`src/rtl/wb_sdram_arb_pkg.sv`:
```
// Shared types for the two-master Wishbone arbiter that fronts the SDRAM
// controller's single slave port.
//   arb_state_e : arbiter FSM states
//   owner_t     : index of the master holding the grant (0 = m0, 1 = m1)
//   WD_W        : width of the ack watchdog counter
package wb_sdram_arb_pkg;

    localparam int WD_W = 16;

    typedef enum logic [1:0] {
        IDLE  = 2'd0,
        BUSY  = 2'd1,
        ERR   = 2'd2,
        DRAIN = 2'd3
    } arb_state_e;

    typedef logic owner_t;

endpackage

```
`src/rtl/sync_2ff.sv`:
```
// Two-flop synchronizer for a single level signal arriving from another
// clock domain.
//   clk : destination clock
//   rst : asynchronous active-high clear of both flops
//   d   : asynchronous input level
//   q   : synchronized level, two clk edges behind d
module sync_2ff (
    input  logic clk,
    input  logic rst,
    input  logic d,
    output logic q
);

    logic ff1_q, ff1_d;
    logic ff2_q, ff2_d;

    always_comb begin
        ff1_d = d;
        ff2_d = ff1_q;
    end

    always_ff @(posedge clk or posedge rst) begin
        if (rst) begin
            ff1_q <= 1'b0;
            ff2_q <= 1'b0;
        end else begin
            ff1_q <= ff1_d;
            ff2_q <= ff2_d;
        end
    end

    assign q = ff2_q;

endmodule

```
`src/rtl/wb_sdram_arbiter.sv`:
```
// Two-master Wishbone arbiter in front of the SDRAM controller slave port.
// Grants nothing until the controller reports init done, then grants
// round-robin and holds the grant for the owner's whole cycle. A watchdog
// ends any strobe the controller leaves unacknowledged for TIMEOUT cycles
// with a one-cycle err_o to the owner.
//   wb_clk_i, wb_rst_i    : clock, async active-high reset
//   sdr_init_done         : controller init status (other clock domain)
//   mN_*_i / mN_*_o       : master-side Wishbone ports (m0, m1)
//   s_*_o / s_dat_i/ack_i : slave-side Wishbone port to the controller
module wb_sdram_arbiter
    import wb_sdram_arb_pkg::*;
#(
    parameter int APP_AW  = 26,
    parameter int DW      = 32,
    parameter int TIMEOUT = 255
) (
    input  logic              wb_clk_i,
    input  logic              wb_rst_i,
    input  logic              sdr_init_done,
    input  logic              m0_cyc_i,
    input  logic              m0_stb_i,
    input  logic              m0_we_i,
    input  logic [DW/8-1:0]   m0_sel_i,
    input  logic [APP_AW-1:0] m0_adr_i,
    input  logic [DW-1:0]     m0_dat_i,
    output logic [DW-1:0]     m0_dat_o,
    output logic              m0_ack_o,
    output logic              m0_err_o,
    input  logic              m1_cyc_i,
    input  logic              m1_stb_i,
    input  logic              m1_we_i,
    input  logic [DW/8-1:0]   m1_sel_i,
    input  logic [APP_AW-1:0] m1_adr_i,
    input  logic [DW-1:0]     m1_dat_i,
    output logic [DW-1:0]     m1_dat_o,
    output logic              m1_ack_o,
    output logic              m1_err_o,
    output logic              s_cyc_o,
    output logic              s_stb_o,
    output logic              s_we_o,
    output logic [DW/8-1:0]   s_sel_o,
    output logic [APP_AW-1:0] s_adr_o,
    output logic [DW-1:0]     s_dat_o,
    input  logic [DW-1:0]     s_dat_i,
    input  logic              s_ack_i
);

    localparam logic [WD_W-1:0] WD_LIMIT = WD_W'(TIMEOUT - 1);

    arb_state_e      state_q, state_d;
    owner_t          owner_q, owner_d;
    owner_t          last_grant_q, last_grant_d;
    logic [WD_W-1:0] wd_q, wd_d;

    logic init_ok;
    logic req0, req1;
    logic own_cyc, own_stb;
    logic ack_fwd;

    sync_2ff u_init_sync (
        .clk (wb_clk_i),
        .rst (wb_rst_i),
        .d   (sdr_init_done),
        .q   (init_ok)
    );

    assign req0    = m0_cyc_i & m0_stb_i;
    assign req1    = m1_cyc_i & m1_stb_i;
    assign own_cyc = owner_q ? m1_cyc_i : m0_cyc_i;
    assign own_stb = owner_q ? m1_stb_i : m0_stb_i;

    // Next-state: grant, release and watchdog.
    always_comb begin
        state_d      = state_q;
        owner_d      = owner_q;
        last_grant_d = last_grant_q;
        wd_d         = wd_q;
        case (state_q)
            IDLE: begin
                wd_d = '0;
                // init_ok only gates new grants; a cycle already in
                // progress is allowed to finish if it drops.
                if (init_ok && (req0 || req1)) begin
                    state_d = BUSY;
                    owner_d = (req0 && req1) ? ~last_grant_q : owner_t'(req1);
                end
            end
            BUSY: begin
                if (!own_cyc) begin
                    state_d      = IDLE;
                    last_grant_d = owner_q;
                    wd_d         = '0;
                end else if (s_ack_i || !own_stb) begin
                    wd_d = '0;
                end else if (wd_q == WD_LIMIT) begin
                    state_d = ERR;
                    wd_d    = '0;
                end else begin
                    wd_d = wd_q + 1'b1;
                end
            end
            ERR: begin
                state_d = DRAIN;
            end
            DRAIN: begin
                if (!own_cyc) begin
                    state_d      = IDLE;
                    last_grant_d = owner_q;
                end
            end
            default: begin
                state_d = IDLE;
            end
        endcase
    end

    always_ff @(posedge wb_clk_i or posedge wb_rst_i) begin
        if (wb_rst_i) begin
            state_q      <= IDLE;
            owner_q      <= 1'b0;
            last_grant_q <= 1'b1;   // m0 wins the first tie
            wd_q         <= '0;
        end else begin
            state_q      <= state_d;
            owner_q      <= owner_d;
            last_grant_q <= last_grant_d;
            wd_q         <= wd_d;
        end
    end

    // Output muxes: combinational from the registered state/owner so the
    // ack and read data reach the owner with no added latency. Everything
    // outside BUSY/ERR is forced to zero, which also makes all outputs drop
    // the moment reset asserts.
    assign ack_fwd = s_ack_i & own_stb;

    always_comb begin
        s_cyc_o  = 1'b0;
        s_stb_o  = 1'b0;
        s_we_o   = 1'b0;
        s_sel_o  = '0;
        s_adr_o  = '0;
        s_dat_o  = '0;
        m0_dat_o = '0;
        m0_ack_o = 1'b0;
        m0_err_o = 1'b0;
        m1_dat_o = '0;
        m1_ack_o = 1'b0;
        m1_err_o = 1'b0;
        case (state_q)
            BUSY: begin
                s_cyc_o = own_cyc;
                s_stb_o = own_stb;
                if (owner_q) begin
                    s_we_o   = m1_we_i;
                    s_sel_o  = m1_sel_i;
                    s_adr_o  = m1_adr_i;
                    s_dat_o  = m1_dat_i;
                    m1_dat_o = s_dat_i;
                    m1_ack_o = ack_fwd;
                end else begin
                    s_we_o   = m0_we_i;
                    s_sel_o  = m0_sel_i;
                    s_adr_o  = m0_adr_i;
                    s_dat_o  = m0_dat_i;
                    m0_dat_o = s_dat_i;
                    m0_ack_o = ack_fwd;
                end
            end
            ERR: begin
                if (owner_q) m1_err_o = 1'b1;
                else         m0_err_o = 1'b1;
            end
            default: begin
            end
        endcase
    end

endmodule
```
`config.mk`:
```
export PLATFORM = sky130hd
export DESIGN_NAME = wb_sdram_arbiter
export DESIGN_NICKNAME = d
export VERILOG_FILES = /design/src/rtl/wb_sdram_arb_pkg.sv /design/src/rtl/sync_2ff.sv /design/src/rtl/wb_sdram_arbiter.sv
export SDC_FILE = /design/constraint.sdc
export NUM_CORES = 1
export LEC_CHECK = 0
export CAP_MARGIN = 30
export CORE_AREA = 2 2 116 118
export CTS_CLUSTER_DIAMETER = 30
export DETAILED_ROUTE_END_ITERATION = 12
export DIE_AREA = 0 0 118 120
export GPL_TIMING_DRIVEN = 0
export PLACE_DENSITY = 0.72
export SLEW_MARGIN = 20
export SYNTH_ARGS = -nofsm -noshare
export SYNTH_HDL_FRONTEND = slang
export SYNTH_SLANG_ARGS = --single-unit
export TNS_END_PERCENT = 10
```
`constraint.sdc`:
```
create_clock -name wb_clk_i -period 2.15 [get_ports wb_clk_i]
set_input_delay 0.43 -clock wb_clk_i [delete_from_list [all_inputs] [get_ports wb_clk_i]]
set_output_delay 0.43 -clock wb_clk_i [all_outputs]
set_load 0.01 [all_outputs]
```
Word-level counts from Yosys, hierarchy flattened --
Index checks and enable logic that the tools add are counted. Widths: inputs -> output; s select.
Word-level totals: output and inout bits 133, input bits 166, logic and storage cells 66, bits in registers 22
Operators by class: mux-type cells 35, eq/ne operators 8, add/sub/neg operators 1, reductions and logical operators 11, bitwise operators 5
Operators by type and width (number):
- $mux 32 | 6
- $mux 26 | 2
- $mux 16 | 3
- $pmux 16 s2 | 1
- $add 16x1->16 const B | 1
- $eq 16x8->1 const B | 1
- $mux 1 | 15
- $mux 2 | 5
- $mux 4 | 2
- $pmux 2 s4 | 1
- $ne 3x3->1 const B | 2
- $eq 2x2->1 const B | 2
- $ne 2x2->1 const B | 2
- $reduce_and 2->1 | 2
- $reduce_and 4->1 | 1
- $and 1x1->1 | 3
- $eq 2x1->1 const B | 1
- $logic_and 1x1->1 | 2
- $logic_not 2->1 | 1
- $logic_or 1x1->1 | 2
- $not 1->1 | 2
- $reduce_bool 2->1 | 1
- $reduce_or 2->1 | 1
- $logic_not 1->1 | 1

Logic depth before layout (Yosys ltp) --
Gate-level depths: netlist of run 1.
depth after elaboration 6, gate-level depth with buffers 7, depth with buffers taken out 6

Modules after synthesis --
Synthesis of run 1 repeated with hierarchy kept, for this count alone.
Second synthesis, totals: cell total of the unflattened synthesis 347, area, all modules 2572.5 um2
By module, submodules not included:
- wb_sdram_arbiter | area an instance 2518.7 um2, cells an instance 344, sequential area each 501.7 um2, instances 1
- sync_2ff | area an instance 53.8 um2, cells an instance 3, sequential area each 50.0 um2, instances 1

Least setup slack after synthesis of run 1 --
OpenSTA, ideal clock, no wires.
kind reg2out, from register (tool-made name), to output s_adr_o[20], stages on the path, launching flop included 6, path buffers 3, arrival 1.392 ns, data required time 1.720 ns, slack 0.328 ns, path through dfrtp_1 clkbuf_1 nand2b_1 buf_2 buf_1 nor2_1
RTL lines:
- to (decl) | line wb_sdram_arbiter.sv:42 | output logic [APP_AW-1:0] s_adr_o,

==> flow_summary_export.csv, run 1 <==
group,metric,value,unit
timing,max_slew.worst_pin.slew,0.4974,ns
floorplan,io-pin-count,299,
yosys,yosysSeqAreaShare,20.07,%
yosys,yosysTopAreaCellShare,24.03,%
cells_and_area,final_cells,841,
yosys,synth_seq_cells,22,
route,drc,0,
setup_path,worstPathRequired,1.72,ns
yosys,avgSynthCellArea,7.594,sq um
floorplan,die_area,14160,sq um
placed_design,place_inst,836,
placed_design,dpl-instance-area,5952,sq um
timing,maxSlewHeadroom,66.59,%
route,vias,3896,
flow_run,cap_violations,0,
yosys,synth.area.top_cells,"mux2i_1 (24%), dfrtp_1 (19%), nor2_1 (9.7%)",
power_and_ir_drop,peakVddDrop,0.0002451,V
cells_and_area,fin_util,48.25,%
cells_and_area,syn_to_final_growth,127.8,%
floorplan,coreArea,12980,sq um
clock_network,clk_pin_slew_worst_paths,0.06,ns
power_and_ir_drop,power_density,548.6,nW/um^2
yosys,syn-num-nets,530,
timing,layout_setup_ws,-0.2029,ns
timing,rsz0062_at_grt,"yes",
cells_and_area,antenna_cells,0,
floorplan,start_util,21.18,%
cells_and_area,drive_gt1_share,10.38,%
global_routing,grt_max_degree,23,
setup_path,r2r-start,"owner_q$_DFFE_PP0P_",
yosys,synth_edf_count,0,
setup_path,crit_path_end_kind,"output port",
timing,report.final.hold_viol_count,0,
clock_network,cts_sinks,22,
yosys,netlist_area,2749,sq um
placed_design,routabilityCongestion,0.8840,
yosys,async_flop_share,100.0,%
route,drt-total-wl,15.05,mm
clock_network,clk_latency,0.25,ns
cells_and_area,stdcell_area,6262,sq um
cells_and_area,layout_commonest_cell,"clkdlybuf4s50_1",
cells_and_area,n_fill_cell,1265,
clock_network,cts_tree,"built",
cells_and_area,final_cell_mix,"clkdlybuf4s50_1 (186), dlygate4sd2_1 (98), nor2_1 (68)",
yosys,yosys_warnings,0,
yosys,synth_cell_type_count,49,
setup_path,critPathMaxFanout,10,
clock_network,clock_path_buffers,2,
route,drt_iter0_drc,236,
route,via_per_inst,4.633,
clock_network,htreeDepth,1,
timing,fmax,425.0,MHz
power_and_ir_drop,p_leak,0.003029,uW
run_status,status,"complete, but fails checks",
cells_and_area,nets,834,
timing,fin_skew,0.001667,ns
floorplan,dieWidth,118,microns
yosys,synth_top_area_cell,"mux2i_1",
yosys,syn_inst,362,
route,dr.pass1.iters,4,
global_routing,antenna_found_initial,0,
setup_path,cp.arrival,1.92,ns
yosys,synth_ff_type,"dfrtp_1",
run_status,violations,"negative setup slack",
clock_network,cts_buffers,3,
clock_network,cts-root-buf,"clkbuf_16",
floorplan,num_rows,42,
timing,period_share,109.4,%
min_path,hold_class,"primary input to async pin",
placed_design,dp_hpwl,12.47,mm
setup_path,start_kind,"flip-flop",
cells_and_area,multi_input_area,2102,sq um
global_routing,track_usage,20.27,%
route,routedWlPerCell,17.89,microns
global_routing,grt_pass1_vias,3895,
timing,drv_slew,0,
floorplan,die_h,120,microns
timing,fin_crit,2.353,ns
timing,finalSetupViolations,23,
setup_path,critPathKind,"flip-flop to output port",
global_routing,grt_pass1_wl,22.91,mm
global_routing,grt-ovfl-total,0,
placed_design,port_buffers,298,
cells_and_area,seq_area,553.0,sq um
route,ant_nets,0,
Yosys cell counts (2+ instances only):
library cell   n
o21ai_1        4
nand2b_1       2
a21oi_1        4
nand3_1        9
and3_1        33
buf_2         10
ha_1           2
xor2_1         2
nor3_1         4
inv_1          8
and2_1        32
buf_1          5
nand2_1       15
nand4_1        7
clkbuf_1      15
dfrtp_1       21
and4_1         3
a31oi_1       11
nand3b_1       3
nor2_1        71
o22ai_1        2
buf_4          3
nor4_1         3
o21ai_0        2
mux2i_1       66
o211ai_1       2
registers in the layout, summed over array words and instances (netlist names), named ones only:
| name | flops |
|---|---|
| owner_q | 1 |
| state_q | 1 |
| last_grant_q | 1 |
| u_init_sync.ff1_q | 1 |
| wd_q | 16 |
| u_init_sync.q | 1 |
power by group:
group	leakage (uW)	switching [uW]	total [uW]	internal [uW]
Clock	0.0000511	154	524	370
Combinational	0.00268	1160	2470	1310
Sequential	0.000295	9.12	441	432
layout make-up:
class,instances,share of cell area [%]
Clock inverter,1,0.4795
Sequential cell,22,8.831
Clock buffer,3,1.199
Timing Repair Buffer,300,46.31
Tap cell,176,3.516
Multi-Input combinational cell,298,33.57
Buffer,33,5.614
Inverter,8,0.4795
critical path, cell delays in order, from the launching register on:
cell             delay (ns)
dfrtp_2                0.40
buf_4                  0.17
nor2b_4                0.19
buf_4                  0.19
and3_1                 0.17
clkdlybuf4s50_1        0.54
final timing paths:
| kind | endpoint | slack, ns | cells after the start |
|---|---|---|---|
| max | m1_dat_o[13] | -0.20 | 5 |
| min | wd_q[2]$_DFFE_PP0P_ | 0.35 | 2 |
| max reg2reg | wd_q[2]$_DFFE_PP0P_ | 0.27 | 5 |
| min reg2reg | u_init_sync.q$_DFF_PP0_ | 0.35 | 0 |
| max in group asynchronous | last_grant_q$_DFFE_PP1P_ | 1.37 | 3 |
| min in group wb_clk_i | u_init_sync.q$_DFF_PP0_ | 0.35 | 0 |
metal layers:
metal  part of all wire [%]  GRT usage, %
met2                     50         35.14
met3                    5.9         4.183
met4                    1.3         3.840
met5                      0             0
met1                     43         26.16
what timing repair did:
action / 4_1_cts / 5_1_grt
hold endpoints to repair: 0 / 0
buffers inserted: 1 / 0
endpoints found under the setup margin: 133 / 70
gates resized for setup: 189 / 25
hold buffers: 0 / 0
logic make-up after synthesis:
kind of cell | Yosys count | synth area share, %
DFF | 22 | 20.07
muxes | 67 | 24.44
and+or+nand+nor | 194 | 38.69
buffers and inverters | 42 | 6.873
adders and majority gates | 2 | 0.9102
AOI/OAI and AO/OA | 32 | 8.057
xor gates and xnor gates | 3 | 0.9560
metrics by stage:
| step | hold WS (ns) | TNS, ns | power (uW) | setup slack, ns |
|---|---|---|---|---|
| 3_3_place_gp | 0.3354 | -58.48 | 2806 | -0.8040 |
| 4_1_cts | 0.3483 | -5.730 | 3392 | -0.2342 |
| 6_report | 0.3471 | -3.882 | 3435 | -0.2029 |
| 2_1_floorplan | 0.3312 | 0 | 1541 | 0.3282 |
| 5_1_grt | 0.3753 | -6.099 | 3628 | -0.2840 |
| 3_5_place_dp | 0.3347 | -63.42 | 2837 | -0.8529 |
Power figures use the tool's default switching activity.
==> inputs of run 2 (changes only) <==
--- a/config.mk
+++ b/config.mk
@@ -11,7 +11,6 @@
 export DETAILED_ROUTE_END_ITERATION = 12
 export DIE_AREA = 0 0 118 120
 export GPL_TIMING_DRIVEN = 0
-export PLACE_DENSITY = 0.72
 export SLEW_MARGIN = 20
 export SYNTH_ARGS = -nofsm -noshare
 export SYNTH_HDL_FRONTEND = slang
==> run 2 against run 1 <==
Net effect:
- the run now ends clean
- critical path depth up 1
- routed wire length up 1.3%
- worst hold slack better by 0.0089 ns
- clock power down 24%
- combinational power down 5%
- power down 7.3%
- die area unchanged
- sequential power about the same
- count of clock-buffer cells in the layout up 1
- cell count up 0.36%
- fmax up 9.5%
- global-route usage down 0.063 points
- critical path type unchanged
==> flow_summary_export.csv, run 2 (synthesis results as in run 1) <==
group,metric,value,unit
floorplan,die_h,120,microns
floorplan,die_area,14160,sq um
floorplan,dieWidth,118,microns
setup_path,crit_family,"buffers and inverters",
power_and_ir_drop,p_leak,0.002987,uW
timing,finalSetupViolations,0,
timing,fin_skew,0.006701,ns
run_status,status,"finished, final reports clean",
global_routing,grt_pass1_vias,3833,
flow_run,cap_violations,0,
min_path,hold_class,"flip-flop to flip-flop",
clock_network,clk_latency,0.26,ns
route,via_per_inst,4.520,
cells_and_area,final_cell_mix,"clkdlybuf4s50_1 (165), dlygate4sd2_1 (75), nor2_1 (69)",
clock_network,cts_buffers,3,
timing,maxSlewHeadroom,66.75,%
route,drt_iter0_drc,175,
cells_and_area,nets,837,
placed_design,routabilityCongestion,0.9184,
power_and_ir_drop,peakVddDrop,0.0002315,V
clock_network,clk_pin_slew_worst_paths,0.05,ns
timing,fin_crit,2.148,ns
setup_path,slowest_delay,0.32,ns
placed_design,detailedPlace.worstSlack,-0.7208,ns
route,dr.pass1.iters,4,
clock_network,htreeDepth,1,
cells_and_area,drive_gt1_share,13.62,%
placed_design,place_inst,836,
global_routing,grt_pass1_wl,22.67,mm
setup_path,cp_cell_sequence,"buf_4 > clkbuf_16 > buf_6 > mux2i_1 > nor2_1 > dlygate4sd2_1",
timing,report.final.hold_viol_count,0,
clock_network,cts_sinks,22,
route,ant_nets,0,
timing,max_slew.worst_pin.slew,0.4951,ns
clock_network,cts_tree,"built",
timing,hold_ws,0.3560,ns
setup_path,cp.arrival,1.72,ns
cells_and_area,syn_to_final_growth,121.4,%
timing,layout_setup_ws,0.002017,ns
timing,fmax,465.6,MHz
setup_path,cp_slowest_cell,"dfrtp_1",
cells_and_area,layout_commonest_cell,"clkdlybuf4s50_1",
cells_and_area,largest_reg_flops,16,
timing,period_share,99.91,%
placed_design,port_buffers,298,
global_routing,antenna_found_initial,1,
cells_and_area,stdcell_area,6086,sq um
placed_design,dp_hpwl,12.73,mm
global_routing,track_usage,20.21,%
setup_path,worstPathRequired,1.72,ns
clock_network,clock_path_buffers,2,
placed_design,dpl-instance-area,5952,sq um
cells_and_area,largest-register,"wd_q",
route,drc,0,
timing,drv_slew,0,
cells_and_area,final_cells,844,
clock_network,cts_hold_buf,0,
setup_path,critPathKind,"flip-flop to output port",
route,drt-total-wl,15.25,mm
setup_path,critPathMaxFanout,10,
route,routedWlPerCell,18.07,microns
timing,rsz0062_at_grt,"yes",
floorplan,num_rows,42,
setup_path,start_kind,"flip-flop",
cells_and_area,antenna_cells,0,
setup_path,crit_buf_inv,4,
clock_network,cts-root-buf,"clkbuf_16",
floorplan,start_util,21.18,%
power_and_ir_drop,power_density,523.5,nW/um^2
global_routing,grt_max_degree,23,
cells_and_area,fin_util,46.89,%
setup_path,crit_path_end_kind,"output port",
floorplan,io-pin-count,299,
global_routing,grt-ovfl-total,0,
floorplan,coreArea,12980,sq um
route,vias,3815,
run 2: cell count changes in the layout (fill, tap and decap cells not counted), sizes merged:
cell / delta
clkbuf: +36
clkdlybuf4s15: +16
buf: -4
clkdlybuf4s50: -21
bufinv: -1
dlygate4sd2: -23
run 2: timing repair:
item | 4_1_cts | 5_1_grt
gates resized for setup | 187 | 101
endpoints found under the hold margin | 0 | 0
setup endpoints to repair | 133 | 71
setup buffers | 2 | 2
pin swaps | 0 | 1
run 2: path summary, 6_finish.rpt:
kind / start / endpoint / slack, ns / depth (start not counted)
setup / recovery: owner_q$_DFFE_PP0P_ / s_dat_o[2] / 0.002 / 6
hold / removal: u_init_sync.ff1_q$_DFF_PP0_ / u_init_sync.q$_DFF_PP0_ / 0.36 / 0
setup reg to reg: owner_q$_DFFE_PP0P_ / wd_q[2]$_DFFE_PP0P_ / 0.30 / 5
hold reg to reg: u_init_sync.ff1_q$_DFF_PP0_ / u_init_sync.q$_DFF_PP0_ / 0.36 / 0
max in group asynchronous: wb_rst_i / last_grant_q$_DFFE_PP1P_ / 1.28 / 3
min in group asynchronous: wb_rst_i / wd_q[15]$_DFFE_PP0P_ / 0.40 / 2
run 2: per-layer routing:
metal | GRT usage (%) | vias to the layer above | part of all wire (%)
li1 | - | 1891 | -
met1 | 25.55 | 1772 | 43
met2 | 35.43 | 131 | 50
met3 | 4.563 | 19 | 5.4
met4 | 3.765 | 2 | 1.6
met5 | 0 | - | 0.072
run 2: stage by stage:
step                      power (uW)  setup TNS, ns
after floorplan                 1541              0
after global placement          2810         -60.10
after detailed placement        2824         -62.72
after CTS                       3162         -1.116
after global routing            3383        -0.9358
final                           3186              0
run 2: report_power, final:
group          switching [uW]  internal, uW
sequential               7.61           432
clock                     145           253
combinational            1120          1220
total                    1280          1910
run 2: layout make-up:
type,count,area (sq um)
buffer,33,325.3
sequential,22,553.0
multi-input combinational,298,2058
timing repair buffer,303,2820
inverter,8,30.03
fill,1323,6894
tap,176,220.2
clock buffer,4,78.83
==> inputs of run 3 (changes only) <==
--- a/config.mk
+++ b/config.mk
@@ -15,4 +15,4 @@
 export SYNTH_ARGS = -nofsm -noshare
 export SYNTH_HDL_FRONTEND = slang
 export SYNTH_SLANG_ARGS = --single-unit
-export TNS_END_PERCENT = 10
+export TNS_END_PERCENT = 50
==> run 3 against run 2 <==
Net effect:
- the run now ends with negative setup slack left
- clock skew up 0.00063 ns
- power is 5.3% higher
- via count grew 0.87%
- global-route usage grew 0.061 points
- die area unchanged
- critical path depth grew 1
- highest routed layer unchanged
- combinational power is 7% higher
- non-clock buffer count is 10 higher
- sequential power barely moved
- worst hold slack about the same
- sequential share of layout area shrank 0.19 points
==> flow_summary_export.csv, run 3 (synthesis results as in run 1) <==
group,metric,value,unit
run_status,status,"complete, but fails checks",
run_status,violations,"negative setup slack",
global_routing,grt_max_degree,23,
cells_and_area,layout_commonest_cell,"clkdlybuf4s50_1",
power_and_ir_drop,p_leak,0.003103,uW
cells_and_area,final_cell_mix,"clkdlybuf4s50_1 (165), dlygate4sd2_1 (85), nor2_1 (69)",
placed_design,port_buffers,298,
clock_network,htreeDepth,1,
route,ant_nets,0,
setup_path,critPathKind,"flip-flop to output port",
flow_run,cap_violations,0,
clock_network,cts_tree,"built",
timing,fin_skew,0.007334,ns
timing,finalSetupViolations,3,
cells_and_area,antenna_cells,0,
timing,layout_setup_ws,-0.08996,ns
setup_path,crit_family,"buffers and inverters",
placed_design,dp_hpwl,12.73,mm
cells_and_area,multi_input_area,2090,sq um
clock_network,clk_latency,0.26,ns
timing,fin_crit,2.240,ns
route,dr.pass1.iters,4,
placed_design,detailedPlace.worstSlack,-0.7208,ns
setup_path,cp.arrival,1.81,ns
clock_network,cts_hold_buf,0,
floorplan,die_h,120,microns
cells_and_area,drive_gt1_share,16.37,%
timing,fmax,446.4,MHz
route,drt-total-wl,15.49,mm
setup_path,crit_path_end_kind,"output port",
route,routedWlPerCell,18.13,microns
floorplan,die_area,14160,sq um
timing,drv_slew,0,
power_and_ir_drop,power_density,539.8,nW/um^2
timing,report.final.hold_viol_count,0,
power_and_ir_drop,peakVddDrop,0.0002314,V
global_routing,grt-ovfl-total,0,
clock_network,cts_buffers,3,
power_and_ir_drop,finalPower,3355,uW
global_routing,antenna_found_initial,1,
clock_network,cts_sinks,22,
setup_path,critPathMaxFanout,6,
timing,max_slew.worst_pin.slew,0.4952,ns
route,via_per_inst,4.506,
global_routing,grt_pass1_vias,3838,
global_routing,track_usage,20.27,%
floorplan,dieWidth,118,microns
cells_and_area,n_fill_cell,1313,
cells_and_area,largest-register,"wd_q",
clock_network,cts-root-buf,"clkbuf_16",
route,vias,3848,
setup_path,start_kind,"flip-flop",
setup_path,worstPathRequired,1.72,ns
floorplan,num_rows,42,
floorplan,io-pin-count,299,
floorplan,coreArea,12980,sq um
route,drt_iter0_drc,197,
cells_and_area,syn_to_final_growth,126.1,%
setup_path,slowest_delay,0.44,ns
min_path,hold_class,"flip-flop to flip-flop",
timing,maxSlewHeadroom,66.74,%
floorplan,start_util,21.18,%
cells_and_area,seq_area,553.0,sq um
setup_path,cp_slowest_cell,"dfrtp_2",
placed_design,routabilityCongestion,0.9184,
cells_and_area,largest_reg_flops,16,
route,drc,0,
clock_network,clock_path_buffers,2,
global_routing,grt_pass1_wl,22.71,mm
clock_network,clk_pin_slew_worst_paths,0.05,ns
setup_path,cp_cell_sequence,"nand2b_4 > buf_6 > nor2_4 > buf_4 > clkbuf_16 > and2_1 > dlygate4sd2_1",
timing,rsz0062_at_grt,"yes",
cells_and_area,nets,847,
setup_path,crit_buf_inv,4,
timing,period_share,104.2,%
==> run 3: layer usage <==
layer	vias up	wire, microns	track usage (%)	share of wire, %
met5	-	11	0	0.071
met4	2	246	3.614	1.6
met3	19	895	4.373	5.8
met2	138	7767	35.61	50
met1	1772	6567	25.75	42
li1	1917	-	-	-
==> run 3: where the power goes <==
part / switching (uW) / leakage, uW / internal, uW
Combinational: 1170 / 0.00277 / 1350
Clock: 147 / 0.0000382 / 253
Sequential: 8.70 / 0.000295 / 432
==> run 3: area by class of cell <==
| type | count | area share, % |
|---|---|---|
| multi-input combinational | 298 | 33.62 |
| tap | 176 | 3.543 |
| inverter | 8 | 0.4831 |
| sequential | 22 | 8.897 |
| buffer | 32 | 5.213 |
| clock buffer | 4 | 1.268 |
| timing repair buffer | 314 | 46.98 |
==> run 3: path summary, 6_finish.rpt <==
path / from / end / slack (ns) / cells after the start
max: flip-flop / m0_dat_o[3] / -0.09 / 7
min: u_init_sync.ff1_q$_DFF_PP0_ / u_init_sync.q$_DFF_PP0_ / 0.36 / 0
max reg2reg: owner_q$_DFFE_PP0P_ / wd_q[2]$_DFFE_PP0P_ / 0.30 / 5
min reg2reg: u_init_sync.ff1_q$_DFF_PP0_ / u_init_sync.q$_DFF_PP0_ / 0.36 / 0
max in group asynchronous: wb_rst_i / last_grant_q$_DFFE_PP1P_ / 1.28 / 3
min in group asynchronous: wb_rst_i / wd_q[15]$_DFFE_PP0P_ / 0.40 / 2
==> run 3: stage by stage <==
| stage | TNS (ns) | instances | hold WS (ns) | instance area (sq um) | util, % |
|---|---|---|---|---|---|
| 6_report | -0.2607 | 854 | 0.3560 | 6216 | 47.89 |
| 5_1_grt | -1.032 | 854 | 0.3630 | 6216 | 47.89 |
| 4_1_cts | -1.389 | 844 | 0.3586 | 6095 | 46.95 |
| 3_5_place_dp | -62.72 | 836 | 0.3457 | 5952 | 45.86 |
| 3_3_place_gp | -60.10 | 836 | 0.3321 | 5952 | 45.86 |
| 2_1_floorplan | 0 | 362 | 0.3312 | 2749 | - |
==> run 3: timing repair <==
action	in CTS	in global routing
gates resized for setup	195	117
setup buffers	5	8
gates cloned	0	2
pin swaps	0	1
setup endpoints to repair	133	87
